<file path="config.mk">
export PLATFORM = sky130hd
export DESIGN_NAME = dest_reg_ctrl
export DESIGN_NICKNAME = d
export VERILOG_FILES = /design/src/rtl/dest_reg_ctrl.sv
export SDC_FILE = /design/constraint.sdc
export NUM_CORES = 1
export LEC_CHECK = 0
export ABC_AREA = 1
export CAP_MARGIN = 20
export CORE_MARGIN = 1.5
export CORE_UTILIZATION = 45
export DETAILED_ROUTE_END_ITERATION = 8
export HOLD_SLACK_MARGIN = 0.02
export PLACE_DENSITY = 0.8
export SYNTH_ARGS = -nofsm -noshare
export SYNTH_HDL_FRONTEND = slang
export SYNTH_SLANG_ARGS = --single-unit
</file>
<file path="constraint.sdc">
create_clock -name clk -period 3.65 [get_ports clk]
set_input_delay 0.73 -clock clk [delete_from_list [all_inputs] [get_ports clk]]
set_output_delay 0.73 -clock clk [all_outputs]
set_load 0.03 [all_outputs]
</file>
<file path="src/rtl/dest_reg_ctrl.sv">
// dest_reg_ctrl: rt/rd destination select, destination tracking through
// ID/EX, EX/MEM and MEM/WB, load-use stall and EX forwarding selects.
module dest_reg_ctrl #(
  parameter int OPW = 6,
  parameter int RW  = 5
) (
  input  logic           clk,
  input  logic           rst_n,
  input  logic           id_valid,
  input  logic [OPW-1:0] id_opcode,
  input  logic [RW-1:0]  id_rs,
  input  logic [RW-1:0]  id_rt,
  input  logic [RW-1:0]  id_dest,
  input  logic           flush,
  output logic           regdst_sel,
  output logic           stall,
  output logic [RW-1:0]  ex_dest,
  output logic [RW-1:0]  mem_dest,
  output logic [RW-1:0]  wb_dest,
  output logic           ex_regwrite,
  output logic           mem_regwrite,
  output logic           wb_regwrite,
  output logic           ex_memread,
  output logic [1:0]     fwd_a,
  output logic [1:0]     fwd_b
);
  localparam logic [OPW-1:0] OP_R    = OPW'(6'b000000);
  localparam logic [OPW-1:0] OP_LW   = OPW'(6'b100011);
  localparam logic [OPW-1:0] OP_ADDI = OPW'(6'b001000);
  localparam logic [OPW-1:0] OP_SLTI = OPW'(6'b001010);
  localparam logic [OPW-1:0] OP_ANDI = OPW'(6'b001100);
  localparam logic [OPW-1:0] OP_ORI  = OPW'(6'b001101);
  localparam logic [OPW-1:0] OP_SW   = OPW'(6'b101011);
  localparam logic [OPW-1:0] OP_BEQ  = OPW'(6'b000100);

  typedef struct packed {
    logic          regwrite;
    logic          memread;
    logic [RW-1:0] dest;
    logic [RW-1:0] rs;
    logic [RW-1:0] rt;
  } id_ex_t;

  logic   dec_sel;
  logic   dec_regwrite;
  logic   dec_memread;
  logic   dec_uses_rt;
  logic   ex_hit;
  logic   bubble;
  id_ex_t id_ex;
  id_ex_t id_ex_d;

  always_comb begin
    dec_sel      = 1'b0;
    dec_regwrite = 1'b0;
    dec_memread  = 1'b0;
    dec_uses_rt  = 1'b0;
    unique case (1'b1)
      (id_opcode == OP_R): begin
        dec_sel      = 1'b1;
        dec_regwrite = 1'b1;
        dec_uses_rt  = 1'b1;
      end
      (id_opcode == OP_LW): begin
        dec_regwrite = 1'b1;
        dec_memread  = 1'b1;
      end
      (id_opcode == OP_ADDI) || (id_opcode == OP_SLTI) ||
      (id_opcode == OP_ANDI) || (id_opcode == OP_ORI):
        dec_regwrite = 1'b1;
      (id_opcode == OP_SW) || (id_opcode == OP_BEQ):
        dec_uses_rt = 1'b1;
      default: ;
    endcase
  end

  assign regdst_sel = dec_sel;

  assign ex_hit = (id_ex.dest == id_rs) ||
                  (dec_uses_rt && (id_ex.dest == id_rt));
  assign stall  = id_valid && id_ex.memread &&
                  (id_ex.dest != '0) && ex_hit;
  assign bubble = stall || flush || !id_valid;

  // A bubble is a full nop: no write, no load, all register fields $0.
  always_comb begin
    id_ex_d = '0;
    if (!bubble) begin
      id_ex_d.regwrite = dec_regwrite && (id_dest != '0);
      id_ex_d.memread  = dec_memread;
      id_ex_d.dest     = id_dest;
      id_ex_d.rs       = id_rs;
      id_ex_d.rt       = id_rt;
    end
  end

  always_ff @(posedge clk) begin
    if (!rst_n) begin
      id_ex        <= '0;
      mem_dest     <= '0;
      mem_regwrite <= 1'b0;
      wb_dest      <= '0;
      wb_regwrite  <= 1'b0;
    end else begin
      id_ex        <= id_ex_d;
      mem_dest     <= id_ex.dest;
      mem_regwrite <= id_ex.regwrite;
      wb_dest      <= mem_dest;
      wb_regwrite  <= mem_regwrite;
    end
  end

  assign ex_dest     = id_ex.dest;
  assign ex_regwrite = id_ex.regwrite;
  assign ex_memread  = id_ex.memread;

  // EX/MEM holds the newer result, so it wins over MEM/WB.
  always_comb begin
    fwd_a = 2'b00;
    if (mem_regwrite && (mem_dest == id_ex.rs))
      fwd_a = 2'b10;
    else if (wb_regwrite && (wb_dest == id_ex.rs))
      fwd_a = 2'b01;
  end

  always_comb begin
    fwd_b = 2'b00;
    if (mem_regwrite && (mem_dest == id_ex.rt))
      fwd_b = 2'b10;
    else if (wb_regwrite && (wb_dest == id_ex.rt))
      fwd_b = 2'b01;
  end

endmodule

</file>
==> impl_metrics.json <==
{
  "skew_ns": 0.00757,
  "cts_resized": 0,
  "r2r_setup_slack_ns": 2.30,
  "grt_overflow": 0,
  "synth_warnings": 0,
  "seq_area_frac_synth_pct": 41.5,
  "cts_buffer_depth": 2,
  "crit_family": "buffers and inverters",
  "wl_um": 3010,
  "critPathMaxStageDelay_ns": 0.66,
  "place_congestion": 0.855,
  "path_cells": "clkdlybuf4s50_1 > nor2_1 > nand3_1 > nand2_1 > nand2_1 > o21ai_2 > nand2_2 > inv_1 > clkdlybuf4s50_1",
  "synth_cells": 200,
  "worstPathRequired_ns": 2.92,
  "p_leak_nw": 0.987,
  "maxSlewHeadroom_pct": 62.9,
  "die_area_mm2": 0.00346,
  "rows": 20,
  "grt_pass1_vias": 1218,
  "drt_iter0_drc": 41,
  "period_minus_slack_ns": 3.29,
  "cp-startpoint": "id_opcode[5]",
  "rsz0062_at_grt": "no",
  "drv_cap": 0,
  "ctsHoldBuffers": 0,
  "vias_per_cell": 4.72,
  "initial_core_util_pct": 46.6,
  "clock-sinks": 29,
  "ys_ff_latch": 29,
  "dp_hpwl_um": 2360,
  "endpoint_kind": "output port",
  "cts_max_level": 2,
  "final_core_util_pct": 64.9,
  "post-route-period-util_pct": 90.1,
  "tightestPinTransition_ns": 0.554,
  "critPathSlowestCell": "clkdlybuf4s50_1",
  "synth_flop_cell": "dfxtp_1",
  "clk_pin_slew_worst_paths_ns": 0.09,
  "crit_type": "in -> out",
  "power.total_mw": 0.630,
  "synth.distinct_cells": 23,
  "synth-edff-count": 0,
  "whs_path_depth": 2,
  "post_cts_buffers": 0,
  "hold_end": "mem_regwrite$_SDFF_PN0_",
  "layout_common_cells": "clkdlybuf4s50_1, inv_1, nand2_1, dfxtp_1, nor2_1",
  "syn_area_mm2": 0.00140,
  "cp.buffers_inverters": 3,
  "worst-path-max-fanout": 3,
  "reg2reg_depth": 9,
  "nNetsFinal": 274,
  "synth.top_cell.area_share_pct": 41.5,
  "final_common_cell": "clkdlybuf4s50_1",
  "dr_total_vias": 1335,
  "powerDensity_mw_per_mm2": 323,
  "grt_max_degree": 18,
  "hold_viol_final": 0,
  "hold_slack_ns": 0.434,
  "coreArea_mm2": 0.00300,
  "slew_violations": 0,
  "grt_pass1_wl_um": 5020,
  "clkLatencyLatePin_ns": 0.33,
  "drive_above_1_share_pct": 6.00,
  "clockRootBuffer": "clkbuf_4",
  "finalSetupViolCount": 0,
  "dr.pass1.iters": 4,
  "synth_top_area_cell": "dfxtp_1",
  "cts_buffers": 5,
  "hp-start": "ex_regwrite$_SDFF_PP0_",
  "r2r-start": "ex_dest[4]$_SDFF_PP0_",
  "area_growth_pct": 39.2,
  "wl_per_cell_um": 10.6,
  "synth_area_leaders": "dfxtp_1, inv_1, nand2_1",
  "ioPinCount": 50,
  "port_buffers": 49,
  "cp.arrival_ns": 2.56,
  "hold_class": "reg -> reg",
  "async_reset_ff_share_pct": 0,
  "timing.rr.end": "id_ex[3]$_SDFF_PP0_",
  "diodes": 0,
  "fin_ws_ns": 0.361,
  "start_kind": "input pin",
  "cts_tree": "done",
  "ir_drop_uv": 157,
  "antenna_left": 0,
  "max_freq_ghz": 0.304,
  "synth.avg_cell_area_um2": 7.00,
  "die_y_um": 58.8,
  "status": "finished, final reports clean",
  "antenna_found_initial": 0,
  "dp_slack_ns": 0.413,
  "setup_tns_ns": 0,
  "die_w_um": 58.8,
  "grt_usage_pct": 19.4,
  "drc": 0,
  "syn_nets": 225
}
-- worst max-delay path by stage --
| stage | end | slack [ns] | cells past startpoint |
|---|---|---|---|
| finish | stall | 0.36 | 9 |
| global route | stall | 0.19 | 9 |
| floorplan | fwd_b[0] | 0.72 | 5 |
| global placement | stall | 0.41 | 10 |
| detailed placement | stall | 0.41 | 10 |
| CTS | stall | 0.36 | 10 |
-- cells in the mapped netlist (2+ instances only) --
master and instances:
nor2_2 2, buf_4 5, xnor2_1 6, nand4_1 5, nand2_1 42, o22ai_1 2, inv_1 46, dfxtp_1 29
nand3_1 8, a21oi_1 6, xor2_1 9, nor2_1 26, nor4_1 2, o21ai_0 3
-- report_power, final --
part           total [mW]  switching, mW  internal, mW
Clock               0.221          0.109         0.111
Sequential          0.329        0.00676         0.322
Combinational      0.0800         0.0379        0.0421
-- worst reg2reg max path: stages, from the launching register on --
cell	delay (ns)
dfxtp_1	0.45
inv_1	0.07
nand2_1	0.06
nand2_1	0.05
nor2_1	0.10
nand2_1	0.07
o21ai_2	0.12
nand2_2	0.08
nand2_4	0.18
nor2_1	0.07
-- cell type report --
type                            count  area, µm²
Tap cell                           33       41.3
Timing Repair Buffer               49        490
Clock buffer                        7       65.1
Multi-Input combinational cell    117        591
Sequential cell                    29        581
Clock inverter                      1       5.00
Fill cell                         280       1050
Inverter                           47        176
-- per-stage QoR --
step	std cells	cell area [µm²]
2_1_floorplan	200	1400
3_3_place_gp	275	1880
3_5_place_dp	275	1880
4_1_cts	283	1950
5_1_grt	283	1950
6_report	283	1950
-- logic make-up after synthesis --
| group | count (synthesis) | share of synthesized area (%) |
|---|---|---|
| buffers and inverters | 54 | 16.4 |
| xor gates and xnor gates | 15 | 9.38 |
| DFF | 29 | 41.5 |
| AOI/OAI and AO/OA | 13 | 5.36 |
| and+or+nand+nor | 89 | 27.4 |
-- metal layers --
metal / part of all wire (%) / routed length [µm] / up-vias / GRT usage (%)
li1: - / - / 694 / -
met1: 41 / 1240 / 587 / 21.9
met2: 51 / 1550 / 43 / 32.9
met3: 5.2 / 156 / 11 / 6.37
met4: 2.2 / 66 / 0 / 8.77
met5: 0 / 0 / - / 0
-- registers in the layout (all words and copies together) (netlist names) --
| name | flops |
|---|---|
| mem_regwrite | 1 |
| ex_regwrite | 1 |
| ex_memread | 1 |
| wb_dest | 5 |
| id_ex | 10 |
| mem_dest | 5 |
| ex_dest | 5 |
| wb_regwrite | 1 |
No activity file was read; power rests on OpenSTA's default activity.
==> variant 1: new RTL, config.mk and constraints unchanged <==
Make the reset (`rst_n`) asynchronous in one clocked block.
--- a/src/rtl/dest_reg_ctrl.sv
+++ b/src/rtl/dest_reg_ctrl.sv
@@ -94,7 +94,7 @@
     end
   end
 
-  always_ff @(posedge clk) begin
+  always_ff @(posedge clk or negedge rst_n) begin
     if (!rst_n) begin
       id_ex        <= '0;
       mem_dest     <= '0;
Behaviour: differs if rst_n is asserted again (counterexample within 4 cycles, from zero or initial values and one cycle with rst_n low); with rst_n held inactive, the same outputs for 10 cycles.
==> variant 1 against the original RTL <==
- hold slack lost 47 ps
- wire length shrank 4.4%
- setup slack gained 34 ps
- sequential power grew 5%
- total power grew 2.8%
- synthesized area grew 3.0%
- cell area grew 2.7%
- sequential cell count is the same
- highest routed layer is now met3
==> variant 1: results (changes against the original RTL) <==
[outcome]
status = completed

[power_and_ir_drop]
ir_worst_vdd_mv = 0.2193  ; +39%
power_leakage_nw = 1.015  ; +2.8%
switching_share_pct = 26.30  ; +1.9 points
p_seq_uw = 345  ; +5%
comb_cell_power_uw = 110  ; +37%
p_seq_share_pct = 53.2  ; +0.9 points

[synthesis]
synth_adder_area_share_pct = 0  ; unchanged
synth.top_cells.by_count = inv_1, nor2_1, nand2_1, dfrtp_1
synth-xor-area-share_pct = 9.107  ; -0.28 points
synth_flop_cell = dfrtp_1
async_flop_share_pct = 100.0  ; +100 points
synth_compound_area_share_pct = 4.337  ; -1.0 points
ys_types = 17  ; -26%
postSynthAreaPerCell_um2 = 8.150  ; +16%
synth_mux_area_share_pct = 0.6938  ; +0.69 points
ys_seq_area_share_pct = 50.30  ; +8.8 points
syn-num-nets = 202  ; -10%
synth_area_leaders = dfrtp_1, inv_1, nor2_1

[final_layout]
drive_above_1_share_pct = 3.509  ; -2.5 points
num-nets-final = 253  ; -7.7%
fillerInstances = 267  ; -4.6%

[timing]
fmax_mhz = 307.1  ; +1.0%
whs_ps = 387.8  ; -46.51 ps
clock-skew-final_ps = 4.128  ; -3.440 ps
slew-limit-headroom_pct = 71.40  ; +8.5 points

[placement]
place_inst = 265  ; -3.6%
gp_congestion = 0.8196  ; -4.1%
placed_area_um2 = 1947  ; +3.6%
place_ws_ps = 388.1  ; -24.93 ps
dp_hpwl_um = 2233  ; -5.4%

[worst_setup_path]
crit_path_start = id_opcode[5]
crit_path_end = stall
r2r-end = ex_dest[4]$_DFF_PN0_
path_max_fanout = 2  ; -1
r2r_slack_ps = 2230  ; -70 ps
critPathMaxStageDelay_ps = 670
r2r-start = ex_dest[0]$_DFF_PN0_
worstPathArrival_ps = 2530  ; -30 ps

[routing]
num_vias = 1195  ; -10%
wl_per_cell_um = 10.59  ; -0.48%
drt_iter0_drc = 40  ; -2.4%
via_per_inst = 4.393  ; -6.9%

[global_routing]
grt_pass1_vias = 1138  ; -6.6%
antenna_found_initial = 0  ; unchanged
grt_pass1_wl_um = 4830  ; -3.7%
grt_max_degree = 30  ; +12
gr-total-overflow = 0  ; unchanged
grt_usage_pct = 18.93  ; -0.42 points

[worst_hold_path]
hold_end = mem_regwrite$_DFF_PN0_
hold_path_depth = 0  ; -2
min-delay-start = ex_regwrite$_DFF_PN0_

[cts]
numCtsBuffers = 5  ; unchanged
clock_latency_ps = 320

## variant 1: worst reg2reg max path, delay by kind of cell (launching register included)
kind / cells / cell delay, ps
flip-flops: 1 / 450
AO/OA/AOI/OAI: 1 / 130
AND/OR/NAND/NOR: 7 / 640
buffers and inverters: 1 / 80
## variant 1: cell type report
cell class / count / area, µm² / share of cell area (%)
sequential: 29 / 725.7 / 36.25
multi-input combinational: 106 / 533.0 / 26.62
timing repair buffer: 50 / 498.0 / 24.88
inverter: 36 / 135.1 / 6.750
clock buffer: 7 / 55.05 / 2.750
tap: 44 / 55.05 / 2.750
## variant 1: metal layers
layer / global-route usage [%] / up-vias / wire length (µm)
met5: 0 / - / 0
met4: 6.667 / 0 / 0
met3: 6.769 / 0 / 155
met2: 32.50 / 41 / 1429
met1: 21.72 / 518 / 1295
li1: - / 636 / -
==> variant 2: new RTL, same flow settings <==
Without the edit above. Change the parameter `RW` from 5 to 4.
--- a/src/rtl/dest_reg_ctrl.sv
+++ b/src/rtl/dest_reg_ctrl.sv
@@ -2,7 +2,7 @@
 // ID/EX, EX/MEM and MEM/WB, load-use stall and EX forwarding selects.
 module dest_reg_ctrl #(
   parameter int OPW = 6,
-  parameter int RW  = 5
+  parameter int RW  = 4
 ) (
   input  logic           clk,
   input  logic           rst_n,
Interface: changed (6 resized); port bits go from 50 to 44. No check against the original RTL was run, so the function may have changed too.
==> variant 2 against the original RTL <==
- total power fell by 24%
- synthesized cell count shrank 13%
- cell area down 14%
- sequential cell count decreased by 5
- first-iteration DRC count is 73% lower
- highest routed layer unchanged
- wire length fell by 17%
- via count down 14%
- synthesized area shrank 12%
- setup slack gained 110 ps
==> variant 2: results (changes against the original RTL) <==
[worst_setup_path]
worstPathArrival_ps = 2450  ; -110 ps
crit_path_start = id_opcode[5]
path_max_fanout = 3  ; unchanged
reg2regPathDepth = 9  ; unchanged
r2r-end = ex_dest[0]$_SDFF_PP0_
r2r-start = ex_dest[0]$_SDFF_PP0_

[power_and_ir_drop]
ir_worst_vdd_mv = 0.2230  ; +42%
power_leakage_nw = 0.8175  ; -17%

[timing]
whs_ps = 447.0  ; +12.70 ps
clock-skew-final_ps = 1.621  ; -5.948 ps
drv_slew = 0  ; unchanged
tightestPinTransition_ps = 411.6  ; -142.4 ps
fin_tns_setup_ps = 0  ; unchanged

[routing]
drt_pass1_iterations = 4  ; unchanged
drt_iter0_drc = 11  ; -73%
num_vias = 1146  ; -14%
via_per_inst = 4.678  ; -0.84%
wl_per_cell_um = 10.17  ; -4.4%

[final_layout]
largest_reg_flops = 8  ; -2
top_register = id_ex
antenna_cells = 0  ; unchanged
drive_above_1_share_pct = 7.907  ; +1.9 points

[cts]
numCtsBuffers = 3  ; -2
cts_setup_buffers = 0  ; unchanged
clock_latency_ps = 300  ; -30 ps
h-tree-depth = 1  ; -1
ctsRootBufferMaster = clkbuf_4
cts.clk_slew.worst_paths_ps = 120  ; +30 ps

[synthesis]
syn-num-nets = 196  ; -13%
synth_flop_cell = dfxtp_1
ys_types = 26  ; +13%
ys_seq_area_share_pct = 39.14  ; -2.3 points
postSynthAreaPerCell_um2 = 7.054  ; +0.77%
async_flop_share_pct = 0  ; unchanged
synth_area_leaders = dfxtp_1, inv_1, nand2_1
synth.top_cells.by_count = inv_1, nand2_1, dfxtp_1, nor2_1, nor2_2

[global_routing]
grt_usage_pct = 16.18  ; -3.2 points
grt_max_degree = 15  ; -3
grt_pass1_wl_um = 4105  ; -18%
antenna_found_initial = 0  ; unchanged

[worst_hold_path]
hold_end = mem_regwrite$_SDFF_PN0_
hold_class = flip-flop to flip-flop

[outcome]
status = completed

[placement]
place_ws_ps = 453.8  ; +40.83 ps
place_inst = 241  ; -12%
port-buffer-count = 43  ; -12%
placed_area_um2 = 1642  ; -13%
gp_congestion = 0.8115  ; -5.1%
dp_hpwl_um = 2102  ; -11%

==> variant 2: cell count changes after synthesis, moves of 3 or more <==
cell and delta:
nand2_1 -9, dfxtp_1 -5, xnor2_1 -3, a21oi_1 -5, nor2_1 -7, xor2_1 -4, nand4_1 -4, nor2_2 +7
==> variant 2: power breakdown <==
group          total [mW]  switching, mW  internal (mW)  leakage (nW)
Clock               0.134         0.0733         0.0608        0.0210
Sequential          0.272        0.00513          0.267         0.195
Combinational      0.0696         0.0334         0.0362         0.602
==> variant 2: critical path: stages <==
cell and delay, ps:
clkdlybuf4s50_1 420, nor2_1 200, nand3_1 90, nand2_1 80, nand3_1 60, nand2_1 70, nand2_2 70, inv_1 60
clkdlybuf4s50_1 660
==> variant 2: logic make-up after synthesis <==
logic type             Yosys count  synth area share [%]
buffers and inverters           52                 18.45
AND/OR/NAND/NOR                 74                 27.42
AO/OA/AOI/OAI                   16                 9.275
XOR/XNOR                         8                 5.709
flip-flops                      24                 39.14
==> variant 2: layout make-up <==
class / count / area [µm²]
flip-flops and latches: 24 / 480.5
multi-input cells: 98 / 520.5
fillers: 233 / 844.6
clock buffers: 4 / 36.28
well taps: 30 / 37.54
repair buffers: 43 / 430.4
inverters: 46 / 172.7
==> variant 2: worst max-delay path by stage <==
stage                     endpoint  slack [ps]  cells after the start
after detailed placement     stall         450                      9
after global placement       stall         480                     10
after CTS                    stall         440                      9
after global routing         stall         330                     10
final                        stall         470                      9
after floorplan           fwd_a[0]        1280                      5
==> variant 2: layer usage <==
metal,up-vias,global-route usage (%),part of all wire [%]
met4,0,4.181,0.68
met3,2,3.279,6.5
met1,508,14.81,40
met5,-,0,0
li1,599,-,-
met2,37,34.52,53
